<file path="src/rtl/lsu_pkg.sv">
// Shared definitions for the load/store unit: funct3 codes, FSM states and
// the access legality rule applied when a request is accepted.
package lsu_pkg;

  localparam logic [2:0] F3_B  = 3'b000;
  localparam logic [2:0] F3_H  = 3'b001;
  localparam logic [2:0] F3_W  = 3'b010;
  localparam logic [2:0] F3_BU = 3'b100;
  localparam logic [2:0] F3_HU = 3'b101;

  typedef enum logic [1:0] {IDLE, RD, RX, WR} lsu_state_t;

  // Stores only exist as SB/SH/SW, so the unsigned load codes are illegal for them
  function automatic logic is_legal(input logic [2:0] funct3, input logic we,
                                    input logic [1:0] addr_lo);
    case (funct3)
      F3_B:    is_legal = 1'b1;
      F3_H:    is_legal = ~addr_lo[0];
      F3_W:    is_legal = (addr_lo == 2'b00);
      F3_BU:   is_legal = ~we;
      F3_HU:   is_legal = ~we & ~addr_lo[0];
      default: is_legal = 1'b0;
    endcase
  endfunction

endpackage

</file>
<file path="src/rtl/lsu_align.sv">
// Lane handling shared by loads and read-modify-write stores: extracts and
// extends a byte/halfword from a RAM word, and merges store data into one.
module lsu_align
  import lsu_pkg::*;
(
  input  logic [2:0]  funct3,
  input  logic [1:0]  byte_off,
  input  logic [31:0] ram_rdata,
  input  logic [31:0] wdata,
  output logic [31:0] load_data,
  output logic [31:0] merged
);

  logic [7:0]  sel_byte;
  logic [15:0] sel_half;

  always_comb begin
    sel_byte  = ram_rdata[7:0];
    sel_half  = byte_off[1] ? ram_rdata[31:16] : ram_rdata[15:0];
    load_data = ram_rdata;
    merged    = ram_rdata;
    case (byte_off)
      2'd0:    sel_byte = ram_rdata[7:0];
      2'd1:    sel_byte = ram_rdata[15:8];
      2'd2:    sel_byte = ram_rdata[23:16];
      default: sel_byte = ram_rdata[31:24];
    endcase
    case (funct3)
      F3_B:    load_data = {{24{sel_byte[7]}}, sel_byte};
      F3_BU:   load_data = {24'h0, sel_byte};
      F3_H:    load_data = {{16{sel_half[15]}}, sel_half};
      F3_HU:   load_data = {16'h0, sel_half};
      default: load_data = ram_rdata;
    endcase
    // Store data is taken from its low lane and placed at the addressed lane
    case (funct3)
      F3_B: begin
        case (byte_off)
          2'd0:    merged[7:0]   = wdata[7:0];
          2'd1:    merged[15:8]  = wdata[7:0];
          2'd2:    merged[23:16] = wdata[7:0];
          default: merged[31:24] = wdata[7:0];
        endcase
      end
      F3_H: begin
        if (byte_off[1]) merged[31:16] = wdata[15:0];
        else             merged[15:0]  = wdata[15:0];
      end
      default: merged = wdata;
    endcase
  end

endmodule

</file>
<file path="src/rtl/lsu_mem.sv">
// RV32I load/store unit in front of a word-organised RAM without byte
// enables; sub-word stores are performed as read-modify-write.
module lsu_mem
  import lsu_pkg::*;
#(
  parameter int ADDR_W = 10,
  parameter int DATA_W = 32
) (
  input  logic              CLK,
  input  logic              RESET,
  input  logic              req_valid,
  input  logic              req_we,
  input  logic [2:0]        req_funct3,
  input  logic [31:0]       req_addr,
  input  logic [DATA_W-1:0] req_wdata,
  output logic              busy,
  output logic              rsp_valid,
  output logic [DATA_W-1:0] rsp_rdata,
  output logic              misalign_err,
  output logic [ADDR_W-1:0] ram_addr,
  output logic [DATA_W-1:0] ram_wdata,
  output logic              ram_wren,
  output logic              ram_rden,
  input  logic [DATA_W-1:0] ram_rdata
);

  lsu_state_t        state, state_nxt;
  logic [ADDR_W-1:0] addr_q;
  logic [1:0]        off_q;
  logic [2:0]        funct3_q;
  logic              we_q;
  logic [DATA_W-1:0] wbuf_q;
  logic              legal;
  logic [DATA_W-1:0] load_data, merged;
  logic              unused_addr_hi;

  // Address bits above the RAM window simply alias
  assign unused_addr_hi = ^req_addr[31:ADDR_W+2];
  assign legal = is_legal(req_funct3, req_we, req_addr[1:0]);

  lsu_align u_align (
    .funct3    (funct3_q),
    .byte_off  (off_q),
    .ram_rdata (ram_rdata),
    .wdata     (wbuf_q),
    .load_data (load_data),
    .merged    (merged)
  );

  // RAM strobes come straight from the state so a reset kills them at once
  always_comb begin
    state_nxt = state;
    busy      = (state != IDLE);
    ram_rden  = 1'b0;
    ram_wren  = 1'b0;
    ram_addr  = '0;
    ram_wdata = '0;
    case (state)
      IDLE: begin
        if (req_valid && legal)
          state_nxt = (req_we && req_funct3 == F3_W) ? WR : RD;
      end
      RD: begin
        ram_rden  = 1'b1;
        ram_addr  = addr_q;
        state_nxt = RX;
      end
      RX: state_nxt = we_q ? WR : IDLE;
      WR: begin
        ram_wren  = 1'b1;
        ram_addr  = addr_q;
        ram_wdata = wbuf_q;
        state_nxt = IDLE;
      end
      default: state_nxt = IDLE;
    endcase
  end

  // wbuf_q holds rs2 until RX, then the merged word for the RMW write
  always_ff @(posedge CLK or posedge RESET) begin
    if (RESET) begin
      state        <= IDLE;
      addr_q       <= '0;
      off_q        <= '0;
      funct3_q     <= '0;
      we_q         <= 1'b0;
      wbuf_q       <= '0;
      rsp_valid    <= 1'b0;
      rsp_rdata    <= '0;
      misalign_err <= 1'b0;
    end else begin
      state        <= state_nxt;
      rsp_valid    <= 1'b0;
      rsp_rdata    <= '0;
      misalign_err <= 1'b0;
      case (state)
        IDLE: begin
          if (req_valid) begin
            addr_q   <= req_addr[ADDR_W+1:2];
            off_q    <= req_addr[1:0];
            funct3_q <= req_funct3;
            we_q     <= req_we;
            wbuf_q   <= req_wdata;
            if (!legal) begin
              misalign_err <= 1'b1;
              rsp_valid    <= 1'b1;
            end
          end
        end
        RX: begin
          if (we_q) begin
            wbuf_q <= merged;
          end else begin
            rsp_valid <= 1'b1;
            rsp_rdata <= load_data;
          end
        end
        WR: rsp_valid <= 1'b1;
        default: ;
      endcase
    end
  end

endmodule
</file>
<file path="config.mk">
export PLATFORM = sky130hd
export DESIGN_NAME = lsu_mem
export DESIGN_NICKNAME = d
export VERILOG_FILES = /design/src/rtl/lsu_pkg.sv /design/src/rtl/lsu_align.sv /design/src/rtl/lsu_mem.sv
export SDC_FILE = /design/constraint.sdc
export NUM_CORES = 1
export LEC_CHECK = 0
export CAP_MARGIN = 20
export CORE_UTILIZATION = 30
export CTS_CLUSTER_DIAMETER = 100
export CTS_CLUSTER_SIZE = 14
export DETAILED_ROUTE_END_ITERATION = 10
export MAX_ROUTING_LAYER = met4
export SYNTH_ARGS = -nofsm -noshare
export SYNTH_HDL_FRONTEND = slang
export SYNTH_SLANG_ARGS = --single-unit
</file>
<file path="constraint.sdc">
create_clock -name CLK -period 6.3 [get_ports CLK]
set_input_delay 0.945 -clock CLK [delete_from_list [all_inputs] [get_ports CLK]]
set_output_delay 0.945 -clock CLK [all_outputs]
set_load 0.03 [all_outputs]
</file>
==> results_tabular.tex, run 1 <==
\begin{tabular}{lr}
\hline
Metric & Value \\
\hline
\multicolumn{2}{l}{\textbf{Outcome}} \\
\quad Outcome & finished, violations left \\
\quad Violated checks & design-rule violations \\
\multicolumn{2}{l}{\textbf{Drt}} \\
\quad Post-detailed-route DRC marker count & 32 \\
\quad Detailed router's first-iteration violation count & 281 \\
\quad Average via count per standard cell & 5.15 \\
\quad Post-Route WL & 15200 um \\
\quad Post-route antenna net violation count & 0 \\
\quad TritonRoute pass-1 iters & 8 \\
\quad Total vias in the final route & 4254 \\
\quad Drt wl/cell & 18.4 um \\
\multicolumn{2}{l}{\textbf{Placement}} \\
\quad GP Congestion & 0.873 \\
\quad Port bufs & 161 \\
\quad Post-detail-place hpwl & 11100 um \\
\quad Cell area reported after detailed placement & 6260 um2 \\
\multicolumn{2}{l}{\textbf{Yosys}} \\
\quad Number of synthesized register bits & 84 \\
\quad Number of distinct library cell variants in the gate-level netlist after synthesis & 47 \\
\quad Mapped Cells & 495 \\
\quad Number of nets in the synthesized netlist & 598 \\
\quad Top flip-flop cell by instance count after synthesis & dfrtp\_1 \\
\quad Cell area after synthesis & 4540 um2 \\
\quad Sequential-to-total area share from yosys stat & 46.3\% \\
\quad Area contributors post-synth & dfrtp\_1, nand2\_1, mux2\_2 \\
\quad Number of flops mapped to enable cells by yosys & 0 \\
\quad Mean instance size in the synthesized netlist & 9.17 um2 \\
\quad Most area-hungry cell type in the Yosys netlist & dfrtp\_1 \\
\quad Fraction of registers with async set/reset & 100\% \\
\quad Number of warnings printed during yosys synthesis & 0 \\
\quad Fraction of post-synthesis cell area in the top cell type by area & 46.3\% \\
\multicolumn{2}{l}{\textbf{Floorplanning}} \\
\quad Top-level port count & 182 \\
\quad Die ar. & 15600 um2 \\
\quad Initial Utilization & 31.0\% \\
\quad Chip height & 125 um \\
\quad Number of standard-cell rows in the floorplan & 44 \\
\quad Standard cell core area & 14600 um2 \\
\quad Die width & 125 um \\
\multicolumn{2}{l}{\textbf{Finish}} \\
\quad Area of all placed cells without fillers & 6590 um2 \\
\quad Share of cells above drive strength 1 & 10.3\% \\
\quad Utilization after layout & 45.0\% \\
\quad \# nets final & 740 \\
\quad Synthesis-to-layout area growth & 45.3\% \\
\quad Antenna cells & 0 \\
\quad Fillers & 1426 \\
\multicolumn{2}{l}{\textbf{Job}} \\
\quad Number of maximum-capacitance violations & 0 \\
\multicolumn{2}{l}{\textbf{Worst setup path}} \\
\quad Crit Reg-Reg Endpoint & wbuf\_q[15] \\
\quad Worst setup path startpoint & state[0] \\
\quad Critical path endpoint & ram\_wdata[9] \\
\quad Data required time of the critical path & 5.35 ns \\
\quad Critical Path Sink Type & primary output \\
\quad Biggest fanout along the worst timing path & 36 \\
\quad Origin of the critical flop-to-flop path & state[0] \\
\quad WP data arrival & 2.30 ns \\
\quad Path type of the worst setup path & flop to primary output \\
\quad Kind of start point of the critical path & flop \\
\quad Worst R2R Path Depth & 6 \\
\quad Worst reg-to-reg setup slack & 3.83 ns \\
\multicolumn{2}{l}{\textbf{Clock tree}} \\
\quad Hold bufs inserted after CTS & 0 \\
\quad CTS tree & built \\
\quad Post-CTS setup buffer count & 0 \\
\quad Master cell of the clock root buffer & clkbuf\_16 \\
\quad Clk\_lat worst skew & 0.35 ns \\
\quad Post-cts gate resize count & 0 \\
\quad Clock transition at path regs & 0.06 ns \\
\quad Buffers from clock root to sink, at most & 2 \\
\quad Clock sink count & 84 \\
\quad Number of buffers added by the clock tree synthesis step & 9 \\
\quad Deepest level of the CTS H-tree & 3 \\
\multicolumn{2}{l}{\textbf{STA}} \\
\quad Final-report hold violation count & 0 \\
\quad Setup repair after global routing missed its margin & false \\
\quad Final slew viol count & 0 \\
\quad Period utilisation layout & 51.5\% \\
\quad Finish-stage setup viols & 0 \\
\quad Maximum operating frequency & 308 MHz \\
\quad Final critical path time including I/O delays and setup & 3.24 ns \\
\quad Worst-case clock skew & 0.00660 ns \\
\quad Fin Setup TNS & 0 ns \\
\quad Transition time at the pin with the least slew margin & 0.835 ns \\
\quad Worst slack on hold paths & 0.494 ns \\
\quad Relative max-transition margin & 44.4\% \\
\multicolumn{2}{l}{\textbf{GRT}} \\
\quad Pin count of the biggest net entering global routing & 85 \\
\quad Wire length of the first global-routing pass & 23400 um \\
\quad Vias in the first global route & 4245 \\
\quad Total grt overflow & 0 \\
\quad Global router's overall resource usage & 20.2\% \\
\quad Number of antenna violations at the first check in global routing & 0 \\
\multicolumn{2}{l}{\textbf{Power}} \\
\quad Maximum resistive drop on vdd & 0.000194 V \\
\quad Logic gate share of total power & 51.3\% \\
\quad Power per unit of standard cell area & 470 nW/um2 \\
\quad Portion of total power attributed to the clock network & 16.4\% \\
\quad Internal power & 1.71 mW \\
\quad Sequential power share & 32.2\% \\
\quad Leak & 2.91 nW \\
\quad Switching power total & 1.39 mW \\
\quad Net switching fraction of the power & 44.8\% \\
\multicolumn{2}{l}{\textbf{Hold path}} \\
\quad HP Class & flop to flop \\
\hline
\end{tabular}
layout make-up:
cell class / count / area [um2] / share of cell area (%)
clock buffer: 9 / 225 / 3.42
clock inverter: 7 / 56.3 / 0.854
inverter: 14 / 53.8 / 0.816
multi-input combinational: 357 / 2210 / 33.5
sequential: 84 / 2100 / 31.9
tap: 184 / 230 / 3.49
timing repair buffer: 171 / 1720 / 26.1
synthesized netlist by cell type, types with 2 or more instances:
| master | n |
|---|---|
| a211oi_1 | 8 |
| a21oi_1 | 19 |
| a221oi_1 | 9 |
| a31oi_1 | 8 |
| and2_1 | 12 |
| and3_1 | 32 |
| buf_1 | 2 |
| buf_2 | 5 |
| buf_6 | 3 |
| clkbuf_1 | 29 |
| dfrtp_1 | 84 |
| inv_1 | 14 |
| mux2_2 | 27 |
| mux2i_1 | 11 |
| nand2_1 | 95 |
| nand2b_1 | 9 |
| nand3_1 | 10 |
| nor2_1 | 31 |
| nor2b_1 | 3 |
| nor3_1 | 10 |
| nor3b_1 | 2 |
| nor4_1 | 2 |
| o211ai_1 | 9 |
| o21ai_0 | 15 |
| o21ai_2 | 2 |
| o221ai_1 | 6 |
| o22ai_1 | 7 |
| o31ai_1 | 9 |
| or2b_1 | 2 |
| or3b_1 | 2 |
| or3b_2 | 2 |
placed cells by master, fill, tap and decap left out, types with 10 or more instances in the layout:
| master | count |
|---|---|
| clkdlybuf4s50_1 | 161 |
| nand2_1 | 95 |
| dfrtp_1 | 84 |
| and3_1 | 32 |
| nor2_1 | 31 |
| mux2_2 | 27 |
| a21oi_1 | 19 |
| o21ai_0 | 15 |
| inv_1 | 13 |
| and2_1 | 12 |
| mux2i_1 | 11 |
| nand3_1 | 10 |
| nor3_1 | 10 |
through the flow:
stage	power (mW)	cells	worst slack (ns)
2_1_floorplan	2.03	495	3.19
3_3_place_gp	2.54	807	3.43
3_5_place_dp	2.58	807	3.36
4_1_cts	3.10	823	3.04
5_1_grt	3.29	826	2.92
6_report	3.10	826	3.06
state kept, by name (all words and copies together), names as in the netlist:
register      cells
rsp_rdata        32
wbuf_q           32
rsp_valid         1
misalign_err      1
funct3_q          3
off_q             2
addr_q           10
state             2
we_q              1
layer usage:
| layer | up-vias | global-route usage [%] | routed length, um |
|---|---|---|---|
| met3 | 20 | 4.84 | 1030 |
| li1 | 2023 | - | - |
| met2 | 160 | 31.4 | 7080 |
| met4 | 0 | 5.67 | 276 |
| met1 | 2051 | 26.2 | 6790 |
| met5 | - | - | 0 |
worst min path at each step:
stage,startpoint,endpoint,cells past startpoint
floorplan,wbuf_q[15],wbuf_q[15],2
global placement,wbuf_q[22],wbuf_q[22],2
detailed placement,wbuf_q[20],wbuf_q[20],2
CTS,wbuf_q[20],wbuf_q[20],2
global route,addr_q[6],addr_q[6],1
finish,wbuf_q[20],wbuf_q[20],2
critical path, cell delays in order (launching register included):
cell	delay, ns
dfrtp_1	0.62
buf_4	0.40
and3_1	0.20
clkdlybuf4s50_1	0.71
cells by family after synthesis:
logic type      after synthesis  synth area share, %
compound gates              102                 16.1
buf+inv                      54                 5.18
flops                        84                 46.3
mux                          39                 9.62
simple gates                216                 22.8
power by group through the flow:
stage | clock, mW | combinational (mW) | sequential [mW]
2_1_floorplan | 0 | 1.04 | 0.993
3_3_place_gp | 0 | 1.54 | 0.996
3_5_place_dp | 0 | 1.58 | 1.00
4_1_cts | 0.524 | 1.58 | 0.996
5_1_grt | 0.541 | 1.71 | 1.03
6_report | 0.508 | 1.59 | 0.998
Power figures use the tool's default switching activity.
==> run 2, diff against run 1 <==
Clock period 6.3 ns to 3.15 ns, I/O delays scaled along.
==> run 2 against run 1 <==
The flow still finishes with violations (design-rule violations). Critical path depth did not move. Global-route usage rose by 0.46 points. Clock skew rose by 0.0030 ns. Power rose by 110%. Worst setup slack got worse by 2.6 ns. Die area did not move. Sequential power rose by 94%. Largest cell class unchanged.
==> results_tabular.tex, run 2 (synthesis gave the netlist of run 1 again) <==
\begin{tabular}{lr}
\hline
Metric & Value \\
\hline
\multicolumn{2}{l}{\textbf{Finish}} \\
\quad Antenna cells & 0 \\
\quad Share of cells above drive strength 1 & 11.0\% \\
\quad Most frequent cells in the layout & clkdlybuf4s50\_1, nand2\_1, dfrtp\_1 \\
\quad Biggest registers after layout & rsp\_rdata (32), wbuf\_q (32), addr\_q (10) \\
\quad \# nets final & 745 \\
\quad Utilization after layout & 45.4\% \\
\quad Synthesis-to-layout area growth & 46.7\% \\
\quad Most common library cell in the layout ignoring fill and taps & clkdlybuf4s50\_1 \\
\quad Final Non-Filler Cells & 831 \\
\multicolumn{2}{l}{\textbf{STA}} \\
\quad Finish-stage setup viols & 0 \\
\quad Final critical path time including I/O delays and setup & 2.70 ns \\
\quad Transition time at the pin with the least slew margin & 0.816 ns \\
\quad Period utilisation layout & 85.6\% \\
\quad Final slew viol count & 0 \\
\quad Final-report hold violation count & 0 \\
\quad Relative max-transition margin & 45.6\% \\
\quad Fin Setup TNS & 0 ns \\
\quad Maximum operating frequency & 371 MHz \\
\quad Worst-case clock skew & 0.00957 ns \\
\quad Setup repair after global routing missed its margin & false \\
\quad Worst-case setup margin in the final layout & 0.454 ns \\
\multicolumn{2}{l}{\textbf{Floorplanning}} \\
\quad Top-level port count & 182 \\
\quad Chip height & 125 um \\
\quad Standard cell core area & 14600 um2 \\
\quad Number of standard-cell rows in the floorplan & 44 \\
\quad Die ar. & 15600 um2 \\
\quad Die width & 125 um \\
\quad Initial Utilization & 31.0\% \\
\multicolumn{2}{l}{\textbf{Drt}} \\
\quad Total vias in the final route & 4343 \\
\quad Post-route antenna net violation count & 0 \\
\quad Post-detailed-route DRC marker count & 32 \\
\quad Drt wl/cell & 18.7 um \\
\quad Post-Route WL & 15600 um \\
\quad Detailed router's first-iteration violation count & 408 \\
\quad Average via count per standard cell & 5.23 \\
\quad TritonRoute pass-1 iters & 8 \\
\multicolumn{2}{l}{\textbf{Clock tree}} \\
\quad Post-CTS setup buffer count & 0 \\
\quad Number of buffers added by the clock tree synthesis step & 9 \\
\quad Master cell of the clock root buffer & clkbuf\_16 \\
\quad Post-cts gate resize count & 0 \\
\quad CTS tree & built \\
\quad Clk\_lat worst skew & 0.35 ns \\
\quad Buffers from clock root to sink, at most & 2 \\
\quad Deepest level of the CTS H-tree & 3 \\
\quad Hold bufs inserted after CTS & 0 \\
\quad Clock transition at path regs & 0.06 ns \\
\quad Clock sink count & 84 \\
\multicolumn{2}{l}{\textbf{GRT}} \\
\quad Total grt overflow & 0 \\
\quad Wire length of the first global-routing pass & 24000 um \\
\quad Pin count of the biggest net entering global routing & 47 \\
\quad Number of antenna violations at the first check in global routing & 0 \\
\quad Vias in the first global route & 4386 \\
\quad Global router's overall resource usage & 20.7\% \\
\multicolumn{2}{l}{\textbf{Outcome}} \\
\quad Outcome & finished, violations left \\
\quad Violated checks & design-rule violations \\
\multicolumn{2}{l}{\textbf{Worst setup path}} \\
\quad Biggest fanout along the worst timing path & 33 \\
\quad Kind of start point of the critical path & flop \\
\quad Critical-path cell with the highest stage delay & dfrtp\_1 \\
\quad Critical Path Sink Type & primary output \\
\quad Delay-heaviest family, CP & buffers and inverters \\
\quad Data required time of the critical path & 2.68 ns \\
\quad Critical path buffer and inverter count & 2 \\
\quad Path type of the worst setup path & flop to primary output \\
\quad Worst setup path startpoint & state[0] \\
\quad Delay of the slowest critical-path stage & 0.72 ns \\
\quad Origin of the critical flop-to-flop path & off\_q[1] \\
\quad WP data arrival & 2.22 ns \\
\quad Critical Path, Cell by Cell & buf\_12 > and3\_1 > clkdlybuf4s50\_1 \\
\multicolumn{2}{l}{\textbf{Placement}} \\
\quad Port bufs & 161 \\
\quad Number of cells after detailed placement & 814 \\
\quad Pre-CTS WS & 0.719 ns \\
\quad Post-detail-place hpwl & 11500 um \\
\quad GP Congestion & 0.863 \\
\multicolumn{2}{l}{\textbf{Job}} \\
\quad Number of maximum-capacitance violations & 0 \\
\multicolumn{2}{l}{\textbf{Hold path}} \\
\quad HP Class & flop to flop \\
\quad Worst Min Path Start & wbuf\_q[11] \\
\multicolumn{2}{l}{\textbf{Power}} \\
\quad Power per unit of standard cell area & 960 nW/um2 \\
\quad Maximum resistive drop on vdd & 0.000451 V \\
\quad Leak & 2.95 nW \\
\hline
\end{tabular}
-- run 2: cell type report --
| type | instances | area (um2) |
|---|---|---|
| Multi-Input combinational cell | 357 | 2210 |
| Timing Repair Buffer | 176 | 1750 |
| Clock buffer | 9 | 225 |
| Sequential cell | 84 | 2100 |
| Inverter | 14 | 53.8 |
| Fill cell | 1390 | 7990 |
| Clock inverter | 7 | 88.8 |
| Tap cell | 184 | 230 |
-- run 2: worst paths after layout --
path,to,slack (ns),cells after the start
max in group asynchronous,off_q[0],1.79,3
max reg2reg,rsp_rdata[7],0.71,4
min,wbuf_q[11],0.50,2
max,ram_wdata[8],0.45,3
min reg2reg,wbuf_q[11],0.50,2
min in group asynchronous,wbuf_q[20],0.57,2
-- run 2: routing by layer --
layer | vias up | GRT usage [%] | share of wire [%]
met5 | - | - | 0
met2 | 188 | 32.4 | 47
li1 | 2035 | - | -
met4 | 0 | 6.24 | 1.4
met3 | 15 | 4.49 | 7.0
met1 | 2105 | 26.7 | 44
-- run 2: per-stage QoR --
| stage | cell area [um2] | power [mW] | hold WS (ns) |
|---|---|---|---|
| 2_1_floorplan | 4540 | 4.06 | 0.457 |
| 4_1_cts | 6650 | 6.39 | 0.500 |
| 3_3_place_gp | 6330 | 5.16 | 0.476 |
| 3_5_place_dp | 6330 | 5.24 | 0.486 |
| 5_1_grt | 6660 | 6.76 | 0.521 |
| 6_report | 6660 | 6.39 | 0.497 |
-- run 2: power by group --
part | switching, mW | total [mW] | internal (mW) | leakage, nW
Sequential | 0.411 | 1.94 | 1.53 | 1.06
Clock | 0.492 | 1.13 | 0.637 | 0.152
Combinational | 1.92 | 3.33 | 1.40 | 1.73
Total | 2.83 | 6.39 | 3.57 | 2.95
-- run 2: worst min-delay path, stage by stage, from the launching register on --
cell and delay, ns:
dfrtp_1 0.35, nand2_1 0.05, o31ai_1 0.05
==> run 3, diff against run 2 <==
Settings changed: MAX_ROUTING_LAYER met4 to not set, SYNTH_HIERARCHICAL set to 1.
==> run 3 against run 2 <==
The run now ends clean. Combinational power up 38%. Power is 23% higher. Routed wire length rose by 19%. Non-clock buffer count is 1 lower. Die area grew 20%. Synthesized cell count grew 5.9%. Critical path type unchanged. Critical endpoint is now ram_wdata[31].
==> results_tabular.tex, run 3 <==
\begin{tabular}{lr}
\hline
Metric & Value \\
\hline
\multicolumn{2}{l}{\textbf{Clock tree}} \\
\quad CTS tree & built \\
\quad Clk\_lat worst skew & 0.35 ns \\
\quad Number of buffers added by the clock tree synthesis step & 9 \\
\quad Post-cts gate resize count & 0 \\
\quad Buffers from clock root to sink, at most & 2 \\
\quad Clock transition at path regs & 0.07 ns \\
\quad Deepest level of the CTS H-tree & 3 \\
\quad Master cell of the clock root buffer & clkbuf\_16 \\
\quad Post-CTS setup buffer count & 0 \\
\quad Hold bufs inserted after CTS & 0 \\
\quad Clock sink count & 84 \\
\multicolumn{2}{l}{\textbf{Yosys}} \\
\quad Top flip-flop cell by instance count after synthesis & dfrtp\_1 \\
\quad Mapped Cells & 524 \\
\quad Number of flops mapped to enable cells by yosys & 0 \\
\quad Cell area after synthesis & 5470 um2 \\
\quad Number of distinct library cell variants in the gate-level netlist after synthesis & 49 \\
\quad Sequential-to-total area share from yosys stat & 38.4\% \\
\quad Number of synthesized register bits & 84 \\
\quad Most area-hungry cell type in the Yosys netlist & dfrtp\_1 \\
\quad Commonest cells in the synthesized netlist & dfrtp\_1, and3\_1, mux2\_2 \\
\quad Number of nets in the synthesized netlist & 627 \\
\quad Mean instance size in the synthesized netlist & 10.4 um2 \\
\quad Fraction of post-synthesis cell area in the top cell type by area & 38.4\% \\
\quad Number of warnings printed during yosys synthesis & 6 \\
\quad Fraction of registers with async set/reset & 100\% \\
\quad Area contributors post-synth & dfrtp\_1, mux2\_2, mux2\_4 \\
\quad Most common cell in the synthesized netlist & dfrtp\_1 \\
\multicolumn{2}{l}{\textbf{STA}} \\
\quad Maximum operating frequency & 354 MHz \\
\quad Final slew viol count & 0 \\
\quad Transition time at the pin with the least slew margin & 1.12 ns \\
\quad Fin Setup TNS & 0 ns \\
\quad Finish-stage setup viols & 0 \\
\quad Relative max-transition margin & 25.4\% \\
\quad Final critical path time including I/O delays and setup & 2.83 ns \\
\quad Final-report hold violation count & 0 \\
\quad Worst-case setup margin in the final layout & 0.323 ns \\
\quad Period utilisation layout & 89.8\% \\
\quad Setup repair after global routing missed its margin & false \\
\quad Worst-case clock skew & 0.00697 ns \\
\multicolumn{2}{l}{\textbf{Floorplanning}} \\
\quad Number of standard-cell rows in the floorplan & 49 \\
\quad Die width & 137 um \\
\quad Die ar. & 18800 um2 \\
\quad Top-level port count & 182 \\
\quad Initial Utilization & 30.6\% \\
\quad Standard cell core area & 17900 um2 \\
\quad Chip height & 137 um \\
\multicolumn{2}{l}{\textbf{Hold path}} \\
\quad Worst hold path cell count & 1 \\
\quad HP Class & flop to flop \\
\multicolumn{2}{l}{\textbf{Placement}} \\
\quad Post-detail-place hpwl & 13700 um \\
\quad Port bufs & 161 \\
\quad Pre-CTS WS & 0.662 ns \\
\quad GP Congestion & 0.869 \\
\multicolumn{2}{l}{\textbf{Outcome}} \\
\quad Outcome & complete, no violations \\
\multicolumn{2}{l}{\textbf{Worst setup path}} \\
\quad Path type of the worst setup path & flop to primary output \\
\quad WP data arrival & 2.35 ns \\
\quad Biggest fanout along the worst timing path & 39 \\
\quad Kind of start point of the critical path & flop \\
\quad Data required time of the critical path & 2.68 ns \\
\quad Critical Path Sink Type & primary output \\
\quad Worst R2R Path Depth & 4 \\
\multicolumn{2}{l}{\textbf{Finish}} \\
\quad Antenna cells & 0 \\
\quad \# nets final & 761 \\
\quad Share of cells above drive strength 1 & 20.2\% \\
\quad Synthesis-to-layout area growth & 37.8\% \\
\quad Biggest registers after layout & rsp\_rdata (32), wbuf\_q (32), addr\_q (10) \\
\quad Most frequent cells in the layout & clkdlybuf4s50\_1, dfrtp\_1, and3\_1 \\
\quad Fillers & 1745 \\
\quad Utilization after layout & 42.1\% \\
\quad Most common library cell in the layout ignoring fill and taps & clkdlybuf4s50\_1 \\
\multicolumn{2}{l}{\textbf{Drt}} \\
\quad Average via count per standard cell & 5.25 \\
\quad Drt wl/cell & 20.7 um \\
\quad Post-detailed-route DRC marker count & 0 \\
\quad Post-route antenna net violation count & 0 \\
\quad Detailed router's first-iteration violation count & 279 \\
\quad TritonRoute pass-1 iters & 5 \\
\quad Post-Route WL & 18500 um \\
\quad Total vias in the final route & 4683 \\
\multicolumn{2}{l}{\textbf{GRT}} \\
\quad Wire length of the first global-routing pass & 27300 um \\
\quad Vias in the first global route & 4695 \\
\quad Global router's overall resource usage & 19.9\% \\
\quad Pin count of the biggest net entering global routing & 44 \\
\quad Number of antenna violations at the first check in global routing & 0 \\
\quad Total grt overflow & 0 \\
\multicolumn{2}{l}{\textbf{Job}} \\
\quad Number of maximum-capacitance violations & 0 \\
\multicolumn{2}{l}{\textbf{Power}} \\
\quad Leak & 3.32 nW \\
\quad Maximum resistive drop on vdd & 0.000443 V \\
\quad Tot Pwr & 7.85 mW \\
\quad Power per unit of standard cell area & 1040 nW/um2 \\
\hline
\end{tabular}
[run 3: cell types whose count changed after synthesis, moves of 10 or more]
cell     delta
mux2_2     +31
a21oi_1    -11
mux2_4     +28
nor3_1     -10
inv_1      -12
nand2_1    -57
and3_1     +34
nand3_1    +11
[run 3: path summary, 6_finish.rpt]
check / startpoint / endpoint / slack, ns
hold reg to reg: addr_q[2] / addr_q[2] / 0.51
min in group asynchronous: RESET / addr_q[8] / 0.55
setup reg to reg: funct3_q[0] / wbuf_q[10] / 0.55
setup / recovery: state[1] / ram_wdata[31] / 0.32
max in group asynchronous: RESET / wbuf_q[14] / 1.91
hold / removal: addr_q[2] / addr_q[2] / 0.51
[run 3: layout make-up]
cell class / count / area, um2 / share of cell area (%)
inverters: 3 / 12.5 / 0.166
clock inverters: 6 / 71.3 / 0.946
well taps: 229 / 287 / 3.80
repair buffers: 175 / 1740 / 23.1
flip-flops and latches: 84 / 2100 / 27.9
multi-input cells: 385 / 3100 / 41.1
clock buffers: 10 / 229 / 3.04
[run 3: critical path: stages (launching register included)]
cell and delay, ns:
dfrtp_1 1.02, and3_1 0.29, clkdlybuf4s50_1 0.69
[run 3: metal layers]
layer	wire [um]	GRT usage, %
met4	418	8.00
met2	8760	33.0
met3	1300	5.04
met5	0	0
met1	8030	24.6
[run 3: cells by family (layout without fill, tap and decap cells)]
kind of cell    Yosys count  in the layout  synth area share [%]
buf+inv                  55            194                  5.28
simple gates            195            195                  19.6
mux                     101            101                  24.3
compound gates           89             89                  12.4
flops                    84             84                  38.4
[run 3: metrics by stage]
step / hold slack (ns) / cells / cell area [um2]
3_3_place_gp: 0.483 / 876 / 7240
2_1_floorplan: 0.472 / 524 / 5470
5_1_grt: 0.517 / 892 / 7540
4_1_cts: 0.510 / 892 / 7540
3_5_place_dp: 0.491 / 876 / 7240
6_report: 0.510 / 892 / 7540
[run 3: report_power, final]
| part | switching (mW) | internal (mW) | total, mW | leakage (nW) |
|---|---|---|---|---|
| registers | 0.605 | 1.56 | 2.16 | 1.05 |
| logic | 2.33 | 2.27 | 4.60 | 2.13 |
| clock network | 0.462 | 0.622 | 1.08 | 0.140 |
| total | 3.40 | 4.45 | 7.85 | 3.32 |
